--- config.mk ---
export PLATFORM = sky130hd
export DESIGN_NAME = onchip_memory_stream_loader
export DESIGN_NICKNAME = d
export VERILOG_FILES = /design/src/rtl/onchip_memory_stream_loader.sv
export SDC_FILE = /design/constraint.sdc
export NUM_CORES = 1
export LEC_CHECK = 0
export CAP_MARGIN = 20
export CORE_MARGIN = 4
export CORE_UTILIZATION = 53
export CTS_CLUSTER_DIAMETER = 120
export DETAILED_ROUTE_END_ITERATION = 12
export HOLD_SLACK_MARGIN = 0.06
export PLACE_DENSITY = 0.91
export SLEW_MARGIN = 10
export SYNTH_ARGS = -nofsm -noshare
export SYNTH_HDL_FRONTEND = slang
export SYNTH_SLANG_ARGS = --single-unit
--- constraint.sdc ---
create_clock -name clk -period 4 [get_ports clk]
set_input_delay 0.8 -clock clk [delete_from_list [all_inputs] [get_ports clk]]
set_output_delay 0.8 -clock clk [all_outputs]
set_load 0.1 [all_outputs]
--- src/rtl/onchip_memory_stream_loader.sv ---
// rtl/onchip_memory_stream_loader.sv - byte stream to 32-bit on-chip RAM word loader
// Packs stream bytes little-endian and writes consecutive words from a programmed base.
module onchip_memory_stream_loader #(
    parameter int ADDR_W = 16,
    parameter int DEPTH  = 51200,
    parameter int LEN_W  = 18
) (
    input  logic              clk,
    input  logic              reset_n,
    input  logic              start,
    input  logic [ADDR_W-1:0] base_addr,
    input  logic [LEN_W-1:0]  byte_len,
    input  logic [7:0]        s_data,
    input  logic              s_valid,
    output logic              s_ready,
    output logic [ADDR_W-1:0] mem_address,
    output logic [3:0]        mem_byteenable,
    output logic              mem_chipselect,
    output logic              mem_write,
    output logic [31:0]       mem_writedata,
    output logic              mem_clken,
    output logic              busy,
    output logic              done,
    output logic              error,
    output logic [ADDR_W-1:0] words_written
);

    // Wide enough that base + word count can never wrap during the range check.
    localparam int SUM_W = ((ADDR_W > LEN_W) ? ADDR_W : LEN_W) + 1;

    typedef enum logic [2:0] {
        S_IDLE,
        S_CHECK,
        S_FILL,
        S_WRITE,
        S_DONE
    } state_t;

    state_t            state_q;
    logic [LEN_W-1:0]  len_q;
    logic [LEN_W-1:0]  bytes_q;
    logic [ADDR_W-1:0] addr_q;
    logic [31:0]       data_q;
    logic [3:0]        be_q;
    logic              s_ready_q;
    logic              wr_q;
    logic              busy_q;
    logic              done_q;
    logic              error_q;
    logic [ADDR_W-1:0] words_q;
    logic              clken_q;

    logic [1:0]        lane;
    logic [LEN_W-1:0]  bytes_d;
    logic [31:0]       data_d;
    logic [3:0]        be_d;
    logic              word_end;
    logic [SUM_W-1:0]  nwords;
    logic [SUM_W-1:0]  end_sum;
    logic              range_err;

    always_comb begin
        lane      = bytes_q[1:0];
        bytes_d   = bytes_q + LEN_W'(1);
        data_d    = data_q;
        data_d[{lane, 3'b000} +: 8] = s_data;
        be_d      = be_q | (4'b0001 << lane);
        word_end  = (lane == 2'd3) || (bytes_d == len_q);
        nwords    = (SUM_W'(len_q) + SUM_W'(3)) >> 2;
        end_sum   = SUM_W'(addr_q) + nwords;
        range_err = end_sum > SUM_W'(DEPTH);
    end

    always_ff @(posedge clk) begin
        clken_q <= 1'b1;
        if (!reset_n) begin
            state_q   <= S_IDLE;
            len_q     <= '0;
            bytes_q   <= '0;
            addr_q    <= '0;
            data_q    <= '0;
            be_q      <= '0;
            s_ready_q <= 1'b0;
            wr_q      <= 1'b0;
            busy_q    <= 1'b0;
            done_q    <= 1'b0;
            error_q   <= 1'b0;
            words_q   <= '0;
        end else begin
            case (state_q)
                S_IDLE: begin
                    if (start) begin
                        len_q   <= byte_len;
                        addr_q  <= base_addr;
                        bytes_q <= '0;
                        data_q  <= '0;
                        be_q    <= '0;
                        words_q <= '0;
                        error_q <= 1'b0;
                        busy_q  <= 1'b1;
                        state_q <= S_CHECK;
                    end
                end
                S_CHECK: begin
                    if (len_q == '0) begin
                        done_q  <= 1'b1;
                        state_q <= S_DONE;
                    end else if (range_err) begin
                        error_q <= 1'b1;
                        done_q  <= 1'b1;
                        state_q <= S_DONE;
                    end else begin
                        s_ready_q <= 1'b1;
                        state_q   <= S_FILL;
                    end
                end
                S_FILL: begin
                    if (s_valid && s_ready_q) begin
                        data_q  <= data_d;
                        be_q    <= be_d;
                        bytes_q <= bytes_d;
                        if (word_end) begin
                            s_ready_q <= 1'b0;
                            wr_q      <= 1'b1;
                            state_q   <= S_WRITE;
                        end
                    end
                end
                S_WRITE: begin
                    // addr_q ends at base + nwords, which the range check keeps <= DEPTH.
                    wr_q    <= 1'b0;
                    words_q <= words_q + ADDR_W'(1);
                    addr_q  <= addr_q + ADDR_W'(1);
                    if (bytes_q != len_q) begin
                        data_q    <= '0;
                        be_q      <= '0;
                        s_ready_q <= 1'b1;
                        state_q   <= S_FILL;
                    end else begin
                        done_q  <= 1'b1;
                        state_q <= S_DONE;
                    end
                end
                S_DONE: begin
                    done_q  <= 1'b0;
                    busy_q  <= 1'b0;
                    state_q <= S_IDLE;
                end
                default: state_q <= S_IDLE;
            endcase
        end
    end

    assign s_ready        = s_ready_q;
    assign mem_address    = addr_q;
    assign mem_byteenable = be_q;
    assign mem_chipselect = wr_q;
    assign mem_write      = wr_q;
    assign mem_writedata  = data_q;
    assign mem_clken      = clken_q;
    assign busy           = busy_q;
    assign done           = done_q;
    assign error          = error_q;
    assign words_written  = words_q;

endmodule

# Word-level counts from Yosys, hierarchy flattened
# Cells that the tools add are included.
# op_classes
addsub	6
mul	0
n_div	0
n_lt_le_gt_ge	1
n_eq_ne	16
shift	3
mux	41
bitwise_logic	1
n_reduce_logical	22
# op_table
cell	count
two-way mux 32 bit	3
case mux 32 bit (3 select lines)	1
case mux 16 bit (2 select lines)	2
two-way mux 18 bit	2
case mux 18 bit (2 select lines)	1
adder 16 x 1 -> 16 bit, second input constant	2
bitwise mux 32 bit	1
two-way mux 16 bit	2
variable shift 8 x 7 -> 32 bit, first input constant	1
variable part select 8 x 7 -> 32 bit	1
adder 18 x 2 -> 19 bit, second input constant	1
adder 16 x 17 -> 18 bit	1
adder 18 x 1 -> 18 bit, second input constant	1
== test 18 bit	1
greater-than comparator 18 x 16 -> 1 bit, second input constant	1
logical NOT 18 bit	1
two-way mux 3 bit	6
inequality test 18 bit	1
inequality test 2 bit, second input constant	8
two-way mux 1 bit	13
two-way mux 4 bit	3
case mux 3 bit (4 select lines)	1
case mux 4 bit (3 select lines)	1
AND reduction 3 bit	4
other kinds (18)	31
# word_totals
ff_bits	112
latchBits	0
ramBits	0
romBits	0
word_cells	102
memories	0

# Logic depth before layout (Yosys ltp)
# Gate-level depths: netlist of the first run.
# depth
word_depth	6
depth_mapped	15
depth_no_buf	14

# Least setup slack after synthesis of the first run
# Ideal clock, no wire load.
# synth_path
path_kind	reg2reg
start	register len_q[7]
end	register s_ready_q (netlist: s_ready)
arrival_time_ns	3.536
setup_slack_ns	0.384
path_stages_with_launch	16
n_path_buf	1
synth_period_minus_slack_ns	3.616
path_cell_list	dfxtp_1 > clkbuf_1 > and4_1 > nand4_1 > or2_2 > nor2_1 > xor2_1 > ha_1 > nor3b_1 > a21oi_1 > o2111ai_1 > or4_1 > nor4_2 > o221ai_1 > a2111o_1 > a211oi_2
# synth_via
elab_chain_len	5
# synth_rtl
item	line	rtl
from (decl)	40	logic [LEN_W-1:0] len_q;
from (signal assigned)	93	len_q <= byte_len;
adder 18 x 2 -> 19 bit	69	nwords = (SUM_W'(len_q) + SUM_W'(3)) >> 2;
adder 16 x 17 -> 18 bit	70	end_sum = SUM_W'(addr_q) + nwords;
greater-than comparator 18 x 16 -> 1 bit	71	range_err = end_sum > SUM_W'(DEPTH);
inequality test 2 bit (no line)	n/a	
AND reduction 6 bit (no line) *	n/a	
to (signal assigned)	83	s_ready_q <= 1'b0;
to (signal assigned)	113	s_ready_q <= 1'b1;
to (signal assigned)	123	s_ready_q <= 1'b0;
to (decl)	45	logic s_ready_q;
# Every way passes the cells marked *; elsewhere a longest branch is shown, timed or not.
# A chain may end at the register's enable or synchronous reset.

# Worst setup path after layout of the first run
# layout_path
start	register len_q[4]
end	register s_ready_q (netlist: s_ready)
# The elaborated chain is that of the path after synthesis.

==> flow_metrics.tcl, run 1 <==
set metrics [dict create \
    status "completed" \
    place_area_mm2 0.00802 \
    synth_warnings 0 \
    slew_viol_final 0 \
    cts_buffers 9 \
    maxCapViolCount 0 \
    cts_root_buf "clkbuf_16" \
    synth_largest_area_cell "dfxtp_1" \
    crit_required_ns 4.29 \
    synth-edff-count 0 \
    finish.utilization_pct 68.6 \
    internal_power_mw 2.35 \
    slew_headroom_pct 31.7 \
    fin_cells 1143 \
    vias 6884 \
    dp_hpwl_um 14300 \
    holdCritPathClass "reg2reg" \
    synth_ff_type "dfxtp_1" \
    grt_max_degree 83 \
    clk_transition_reported_paths_ns 0.08 \
    routed_wl_um 19700 \
    synth-compound-area-share_pct 24.0 \
    post_drt_wl_per_cell_um 17.3 \
    arrival_ns 4.07 \
    clk_path_buf_depth 2 \
    max_slew.worst_pin.slew_ns 1.02 \
    ys_async_sr_fraction_pct 0 \
    synth-adder-area-share_pct 4.42 \
    clock_sinks 112 \
    yosysSeqAreaShare_pct 33.6 \
    final_area_mm2 0.00835 \
    power_mw 4.28 \
    first_global_vias 6295 \
    grt_pass1_wl_um 31700 \
    drive_above_1_share_pct 5.95 \
    synth_seq_cells 112 \
    drtAntennaViolNets 0 \
    drcViolationCount 0 \
    rows 40 \
    syn-cell-area_mm2 0.00668 \
    syn-num-nets 945 \
    seqPwrFrac_pct 32.2 \
    viasPerCell 6.02 \
    yosysTopAreaCellShare_pct 33.6 \
    power.density_mw_per_mm2 513 \
    die_h_um 120 \
    portBuffers 119 \
    coreArea_mm2 0.0122 \
    synthXorXnorAreaFrac_pct 6.95 \
    num-nets-final 1039 \
    holdBufCountCts 0 \
    insertion_delay_ns 0.37 \
    grt_usage_pct 26.8 \
    io_pins 121 \
    post-route-period-util_pct 94.6 \
    start_util_pct 54.9 \
    synth_cells 876 \
    drt_pass1_iterations 6 \
    whs_ns 0.450 \
    avgSynthCellArea_um2 7.63 \
    critPathCaptureType "flop" \
    cts_tree "built" \
    synth_top_family_by_area "simple AND/OR/NAND/NOR gates" \
    synth_mux_area_share_pct 0.300 \
    synthToLayoutAreaGrowth_pct 24.9 \
    swShare_pct 45.2 \
    synth-simple-area-share_pct 26.2 \
    skew_ns 0.00944 \
    grt_overflow_total 0 \
    comb_power_share_pct 45.4 \
    p_leak_nw 3.09 \
    place_inst 1126 \
    drt-initial-drc-count 770 \
    max_freq_ghz 0.264 \
    gp_congestion 0.990 \
    hold_viol 0 \
    h-tree-depth 3 \
    path_max_fanout 7 \
    antenna_found_initial 0 \
    die-area_mm2 0.0145 \
    yosysUniqueCellTypes 63 \
    period_needed_ns 3.79 \
    power_frac_clock_pct 22.4 \
    rrSetupSlack_ns 0.21 \
    synthTopCellsByArea "dfxtp_1 (34%), a21oi_1 (8.1%), nand2_1 (5.6%)" \
    startpoint_type "flop" \
    ir_drop_uv 381 \
    setup_viol 0 \
    critPathKind "reg2reg" \
    p_sw_mw 1.94 \
    n_antenna_cell 0 \
    die_x_um 120 \
]
==> cell usage after synthesis, drive strengths merged (12+ instances only) <==
cell type	number
dfxtp	112
a21oi	108
nand2	99
nor2	78
clkbuf	52
nand3	50
o21ai	38
xor2	27
xnor2	26
ha	22
nor3	18
inv	17
a22o	16
and3	15
nor4	15
nand2b	14
or3	14
o211ai	13
a22oi	12
==> repair_timing <==
| item | in CTS | in global routing |
|---|---|---|
| resized for setup | 0 | 3 |
| setup endpoints to repair | 0 | 5 |
| setup buffers | 0 | 1 |
==> per-layer routing <==
metal	track usage [%]	wire length (um)
met1	35.3	8460
met2	44.0	9250
met3	5.00	1380
met4	9.49	632
met5	0	0
==> registers in the layout (all words and copies together) (netlist names) <==
register / flops
mem_byteenable: 4
mem_address: 16
mem_writedata: 32
bytes_q: 18
state_q: 3
words_written: 16
mem_chipselect: 1
error: 1
len_q: 18
busy: 1
done: 1
s_ready: 1
==> worst max-delay path: stages, from the launching register on <==
cell	delay (ns)
dfxtp_2	0.41
and4_1	0.24
nand4_1	0.15
or2_2	0.34
nor2_1	0.13
xor2_1	0.16
ha_1	0.31
nor3b_1	0.17
a21oi_1	0.13
o2111ai_1	0.11
or4_1	0.43
nor4_2	0.29
o221ai_1	0.19
a2111o_1	0.47
a211oi_2	0.18
==> area by class of cell <==
| cell class | instances | area [um^2] |
|---|---|---|
| clock buffer | 9 | 225 |
| clock inverter | 7 | 83.8 |
| fill | 972 | 3820 |
| inverter | 17 | 63.8 |
| multi-input combinational | 687 | 4150 |
| sequential | 112 | 2240 |
| tap | 168 | 210 |
| timing repair buffer | 143 | 1370 |
==> logic make-up (layout without fill, tap and decap cells) <==
logic type | after synthesis | in the layout
simple gates | 354 | 354
fa+ha+maj | 23 | 23
compound gates | 254 | 254
buf+inv | 77 | 176
flops | 112 | 112
mux | 2 | 2
xor+xnor | 53 | 53
other cells | 1 | 1
==> per-stage QoR <==
step / worst slack (ns) / TNS, ns
global placement: 0.256 / 0
CTS: 0.104 / 0
global route: -0.00373 / -0.00373
finish: 0.215 / 0
floorplan: 0.384 / 0
detailed placement: 0.157 / 0
==> final timing paths <==
kind,startpoint,end,cells after the start
max,len_q[4]$_SDFFE_PN0P_,s_ready$_SDFFE_PN0P_,14
min,mem_writedata[14]$_SDFFE_PN0P_,mem_writedata[14]$_SDFFE_PN0P_,2
max reg2reg,len_q[4]$_SDFFE_PN0P_,s_ready$_SDFFE_PN0P_,14
min reg2reg,mem_writedata[14]$_SDFFE_PN0P_,mem_writedata[14]$_SDFFE_PN0P_,2
==> cell usage in the layout, fill, tap and decap left out, drive strengths merged, types with 9 or more instances in the layout <==
cell             n
a211oi           9
a21oi          108
a22o            16
a22oi           12
a31oi           10
and2            10
and3            15
buf             24
clkbuf           9
clkdlybuf4s50  119
dfxtp          112
ha              22
inv             22
nand2           99
nand2b          14
nand3           50
nand4            9
nor2            78
nor3            18
nor4            15
o211ai          13
o21ai           38
or3             14
xnor2           26
xor2            27
==> power by group through the flow <==
stage               clock network [mW]  registers (mW)  logic, mW
detailed placement                   0            1.40       1.91
global placement                     0            1.39       1.89
finish                           0.961            1.38       1.94
floorplan                            0            1.77       1.01
CTS                              0.966            1.37       1.92
global route                      1.01            1.40       2.09
No activity file was read; power rests on OpenSTA's default activity.
==> inputs of run 2 (changes only) <==
--- a/config.mk
+++ b/config.mk
@@ -6,10 +6,13 @@
 export NUM_CORES = 1
 export LEC_CHECK = 0
 export CAP_MARGIN = 20
+export CORE_ASPECT_RATIO = 0.75
 export CORE_MARGIN = 4
 export CORE_UTILIZATION = 53
 export CTS_CLUSTER_DIAMETER = 120
 export DETAILED_ROUTE_END_ITERATION = 12
+export GPL_ROUTABILITY_DRIVEN = 0
+export GPL_TIMING_DRIVEN = 0
 export HOLD_SLACK_MARGIN = 0.06
 export PLACE_DENSITY = 0.91
 export SLEW_MARGIN = 10
==> run 2 against run 1 <==
Global-route usage up 2.1 points. Critical path depth unchanged. Clock skew up 0.0093 ns. Final area up 1.5%. Routed wire length up 7.9%. Via count up 7.0%. Clock-buffer cell count unchanged. Utilization up 0.21 points. Sequential share of layout area down 0.31 points. Register-to-register slack worse by 0.11 ns. Flip-flop and latch count unchanged. Highest routed layer unchanged.
==> flow_metrics.tcl, run 2 (same netlist as run 1, synthesis figures left out) <==
set metrics [dict create \
    grt_overflow_total 0 \
    clk_transition_reported_paths_ns 0.08 \
    final_common_cell "clkdlybuf4s50_1" \
    crit_required_ns 4.28 \
    start_util_pct 54.3 \
    dp_worst_setup_slack_ns -0.201 \
    crit_path_start "len_q[5]$_SDFFE_PN0P_" \
    cts_tree "built" \
    reg2regPathDepth 14 \
    dp_hpwl_um 15500 \
    antenna_found_initial 0 \
    clock_sinks 112 \
    whs_ns 0.462 \
    routed_wl_um 21300 \
    multiInputGateArea_mm2 0.00420 \
    drtAntennaViolNets 0 \
    power.density_mw_per_mm2 512 \
    status "completed" \
    holdBufCountCts 0 \
    critPathTopFamily "simple AND/OR/NAND/NOR gates" \
    max_slew.worst_pin.slew_ns 1.07 \
    arrival_ns 4.17 \
    rows 35 \
    startpoint_type "flop" \
    crit_end "s_ready$_SDFFE_PN0P_" \
    viasPerCell 6.28 \
    die_h_um 105 \
    cts_buffers 9 \
    die-area_mm2 0.0145 \
    post_drt_wl_per_cell_um 18.1 \
    skew_ns 0.0187 \
    grt_pass1_wl_um 34000 \
    layout_common_cells "clkdlybuf4s50_1 (119), a21oi_1 (107), dfxtp_1 (106), nand2_1 (99), nor2_1 (78)" \
    n_antenna_cell 0 \
    hold_viol 0 \
    slew_headroom_pct 28.7 \
    grt_max_degree 25 \
    holdCritPathClass "reg2reg" \
    rrSetupSlack_ns 0.11 \
    drcViolationCount 0 \
    num-nets-final 1071 \
    critPathCaptureType "flop" \
    slew_viol_final 0 \
    first_global_vias 6707 \
    coreArea_mm2 0.0123 \
    fin_tns_setup_ns 0 \
    grt_usage_pct 28.9 \
    critPathKind "reg2reg" \
    regArea_mm2 0.00225 \
    drive_above_1_share_pct 5.16 \
    path_buf_inv 0 \
    fillCellCount 974 \
    period_needed_ns 3.89 \
    vias 7365 \
    die_x_um 138 \
    cts_root_buf "clkbuf_16" \
    max_freq_ghz 0.257 \
    crit_chain "and4_1 -> nand4_1 -> or2_2 -> nor2_1 -> xor2_1 -> ha_1 -> nor3b_1 -> a21oi_1 -> o2111ai_1 -> or4_4 -> nor4_4 -> o221ai_2 -> a2111o_1 -> a211oi_2" \
    p_leak_nw 3.10 \
    post-route-period-util_pct 97.3 \
    r2r-start "len_q[5]$_SDFFE_PN0P_" \
    ir_drop_uv 352 \
    insertion_delay_ns 0.37 \
    clk_path_buf_depth 2 \
    portBuffers 119 \
    timing.final.ws_setup_ns 0.107 \
    setup_viol 0 \
    drt_pass1_iterations 8 \
    cp_slowest_cell "dfxtp_2" \
    largest_reg_flops 32 \
    cpPeakStageDelay_ns 0.47 \
    h-tree-depth 3 \
    drt-initial-drc-count 849 \
    maxCapViolCount 0 \
    synthToLayoutAreaGrowth_pct 26.8 \
    path_max_fanout 7 \
    io_pins 121 \
    crit_cells 14 \
    reg2reg_to "s_ready$_SDFFE_PN0P_" \
]
## run 2: changes by cell type in the layout (fill, tap and decap cells not counted), moves of 2 or more
cell / before / now
dfxtp_2: 2 / 5
buf_4: 24 / 4
dfxtp_1: 110 / 106
nor4_4: 0 / 2
inv_8: 2 / 0
clkbuf_1: 0 / 46
buf_2: 0 / 4
inv_12: 0 / 3
## run 2: worst min-delay path, stage by stage (launching register included)
cell and delay [ns]:
dfxtp_1 0.32, nand2_1 0.05, a21oi_1 0.05
## run 2: layout make-up
cell class                      count  area share [%]
Inverter                           17           0.753
Clock inverter                      7            1.08
Clock buffer                        9            2.66
Tap cell                          166            2.45
Buffer                             54            2.63
Multi-Input combinational cell    687            49.6
Sequential cell                   112            26.6
Timing Repair Buffer              121            14.2
## run 2: how the worst min path moves through the flow
stage	startpoint	to	slack, ns	cells past startpoint
floorplan	state_q[0]$_SDFFE_PN0P_	state_q[0]$_SDFFE_PN0P_	0.47	1
global placement	mem_writedata[14]$_SDFFE_PN0P_	mem_writedata[14]$_SDFFE_PN0P_	0.44	2
detailed placement	mem_writedata[14]$_SDFFE_PN0P_	mem_writedata[14]$_SDFFE_PN0P_	0.45	2
CTS	mem_writedata[14]$_SDFFE_PN0P_	mem_writedata[14]$_SDFFE_PN0P_	0.46	2
global route	mem_writedata[17]$_SDFFE_PN0P_	mem_writedata[17]$_SDFFE_PN0P_	0.49	1
finish	mem_writedata[14]$_SDFFE_PN0P_	mem_writedata[14]$_SDFFE_PN0P_	0.46	2
## run 2: where the power goes
group	leakage [nW]	internal [mW]	total (mW)	switching, mW
logic	2.03	0.607	1.99	1.38
clock network	0.153	0.461	0.951	0.490
registers	0.911	1.23	1.40	0.174
## run 2: routing by layer
layer | vias to the layer above | routed length, um | GRT usage [%]
li1 | 3436 | - | -
met3 | 67 | 2430 | 5.53
met5 | - | 0 | 0
met1 | 3396 | 9400 | 43.7
met2 | 466 | 8940 | 41.8
met4 | 0 | 508 | 7.62
## run 2: timing repair
action	in CTS	in global routing
resized for setup	7	13
endpoints found under the hold margin	0	0
buffers inserted	0	2
endpoints found under the setup margin	5	5
pin swaps	0	3
## run 2: through the flow
| step | util [%] | power [mW] | cell area (um^2) | cells |
|---|---|---|---|---|
| floorplan | - | 2.78 | 6680 | 876 |
| global placement | 65.7 | 3.27 | 8080 | 1161 |
| detailed placement | 65.7 | 3.31 | 8090 | 1161 |
| CTS | 68.3 | 4.26 | 8400 | 1172 |
| global route | 68.8 | 4.54 | 8470 | 1173 |
| finish | 68.8 | 4.34 | 8470 | 1173 |
==> inputs of run 3 (changes only) <==
--- a/config.mk
+++ b/config.mk
@@ -5,7 +5,7 @@
 export SDC_FILE = /design/constraint.sdc
 export NUM_CORES = 1
 export LEC_CHECK = 0
-export CAP_MARGIN = 20
+export CAP_MARGIN = 30
 export CORE_ASPECT_RATIO = 0.75
 export CORE_MARGIN = 4
 export CORE_UTILIZATION = 53
==> run 3 against run 2 <==
Final area grew 0.58%. Flip-flop and latch count unchanged. Sequential share of layout area decreased by 0.14 points. Via count decreased by 0.69%. Register-to-register slack gained 0.02 ns. Utilization grew 0.40 points. Sequential power is essentially flat. Hold slack improved by 0.0014 ns. Cell count is essentially flat. Combinational power hardly changed. Clock-buffer cell count is the same.
==> flow_metrics.tcl, run 3 (same netlist as run 1, synthesis figures left out) <==
set metrics [dict create \
    status "completed" \
    clk_transition_reported_paths_ns 0.08 \
    routed_wl_um 21200 \
    max_slew.worst_pin.slew_ns 1.02 \
    die_h_um 105 \
    grt_pass1_wl_um 33500 \
    regArea_mm2 0.00225 \
    synthToLayoutAreaGrowth_pct 27.5 \
    io_pins 121 \
    antenna_found_initial 1 \
    grt_usage_pct 28.8 \
    cts_tree "built" \
    holdCritPathClass "reg2reg" \
    final_common_cell "clkdlybuf4s50_1" \
    viasPerCell 6.23 \
    drt_pass1_iterations 5 \
    portBuffers 119 \
    clock_sinks 112 \
    h-tree-depth 3 \
    insertion_delay_ns 0.36 \
    dp_hpwl_um 15500 \
    power_mw 4.37 \
    p_sw_mw 2.06 \
    clk_path_buf_depth 2 \
    fillCellCount 978 \
    critPathKind "reg2reg" \
    post_drt_wl_per_cell_um 18.1 \
    cts_root_buf "clkbuf_16" \
    path_max_fanout 7 \
    drtAntennaViolNets 0 \
    r2r-start "len_q[5]$_SDFFE_PN0P_" \
    drt-initial-drc-count 770 \
    power_frac_clock_pct 21.9 \
    crit_required_ns 4.28 \
    maxCapViolCount 0 \
    cts_buffers 9 \
    swShare_pct 47.0 \
    layout_common_cells "clkdlybuf4s50_1 (119), a21oi_1 (107), dfxtp_1 (105), nand2_1 (99), nor2_1 (78)" \
    holdBufCountCts 0 \
    period_needed_ns 3.87 \
    min_from "mem_writedata[14]$_SDFFE_PN0P_" \
    post-route-period-util_pct 96.8 \
    crit_path_start "len_q[5]$_SDFFE_PN0P_" \
    setup_viol 0 \
    largest_reg_flops 32 \
    vias 7314 \
    finish.utilization_pct 69.2 \
    startpoint_type "flop" \
    hold_viol 0 \
    grt_overflow_total 0 \
    n_antenna_cell 0 \
    internal_power_mw 2.32 \
    seqPwrFrac_pct 32.0 \
    die_x_um 138 \
    slew_headroom_pct 32.0 \
    p_leak_nw 3.12 \
    skew_ns 0.0164 \
    drive_above_1_share_pct 5.36 \
    num-nets-final 1072 \
    coreArea_mm2 0.0123 \
    die-area_mm2 0.0145 \
    comb_power_share_pct 46.0 \
    critPathCaptureType "flop" \
    power.density_mw_per_mm2 513 \
    start_util_pct 54.3 \
    first_global_vias 6620 \
    rows 35 \
    arrival_ns 4.15 \
    ir_drop_uv 376 \
    drcViolationCount 0 \
    grt_max_degree 25 \
    slew_viol_final 0 \
    fin_tns_setup_ns 0 \
    max_freq_ghz 0.258 \
    multiInputGateArea_mm2 0.00422 \
]
[run 3: cell count changes in the layout (fill, tap and decap cells not counted), sizes merged]
| cell | change |
|---|---|
| buf | +1 |
[run 3: per-stage QoR]
stage          std cells  area [um^2]  setup slack (ns)  hold slack, ns
2_1_floorplan        876         6680             0.384           0.468
3_3_place_gp        1161         8080            -0.147           0.444
3_5_place_dp        1162         8110            -0.190           0.451
4_1_cts             1173         8440           0.00443           0.461
5_1_grt             1174         8520           -0.0379           0.491
6_report            1174         8520             0.128           0.464
[run 3: metal layers]
layer | global-route usage (%) | share of wire, %
met2 | 40.6 | 42
met1 | 43.2 | 44
met3 | 7.25 | 12
met4 | 7.76 | 2.0
met5 | 0 | 0.061
[run 3: repair_timing]
action,CTS,global route
pin swaps,0,5
endpoints found under the hold margin,0,0
endpoints found under the setup margin,5,5
buffers inserted,0,2
resized for setup,8,16
[run 3: final timing paths]
path / endpoint / slack, ns / cells past startpoint
setup / recovery: s_ready$_SDFFE_PN0P_ / 0.13 / 13
hold / removal: mem_writedata[14]$_SDFFE_PN0P_ / 0.46 / 2
setup reg to reg: s_ready$_SDFFE_PN0P_ / 0.13 / 13
hold reg to reg: mem_writedata[14]$_SDFFE_PN0P_ / 0.46 / 2
[run 3: layout make-up]
type	instances	area share (%)
multi-input cells	687	49.6
flip-flops and latches	112	26.5
well taps	166	2.44
repair buffers	122	14.5
inverters	17	0.749
clock buffers	9	2.64
plain buffers	54	2.61
clock inverters	7	1.07
[run 3: power by group through the flow]
stage	clock network, mW	registers [mW]	logic (mW)
3_3_place_gp	0	1.37	1.90
2_1_floorplan	0	1.77	1.01
5_1_grt	1.00	1.41	2.16
4_1_cts	0.959	1.38	1.94
3_5_place_dp	0	1.37	1.95
6_report	0.959	1.40	2.01
[run 3: critical path, cell delays in order (launching register included)]
cell	delay (ns)
dfxtp_2	0.45
and4_1	0.24
nand4_1	0.21
buf_4	0.23
xnor2_2	0.15
ha_1	0.41
and4b_1	0.22
a211oi_1	0.21
a31oi_1	0.07
or4_4	0.54
nor4_4	0.28
o221ai_2	0.17
a2111o_1	0.43
a211oi_2	0.19
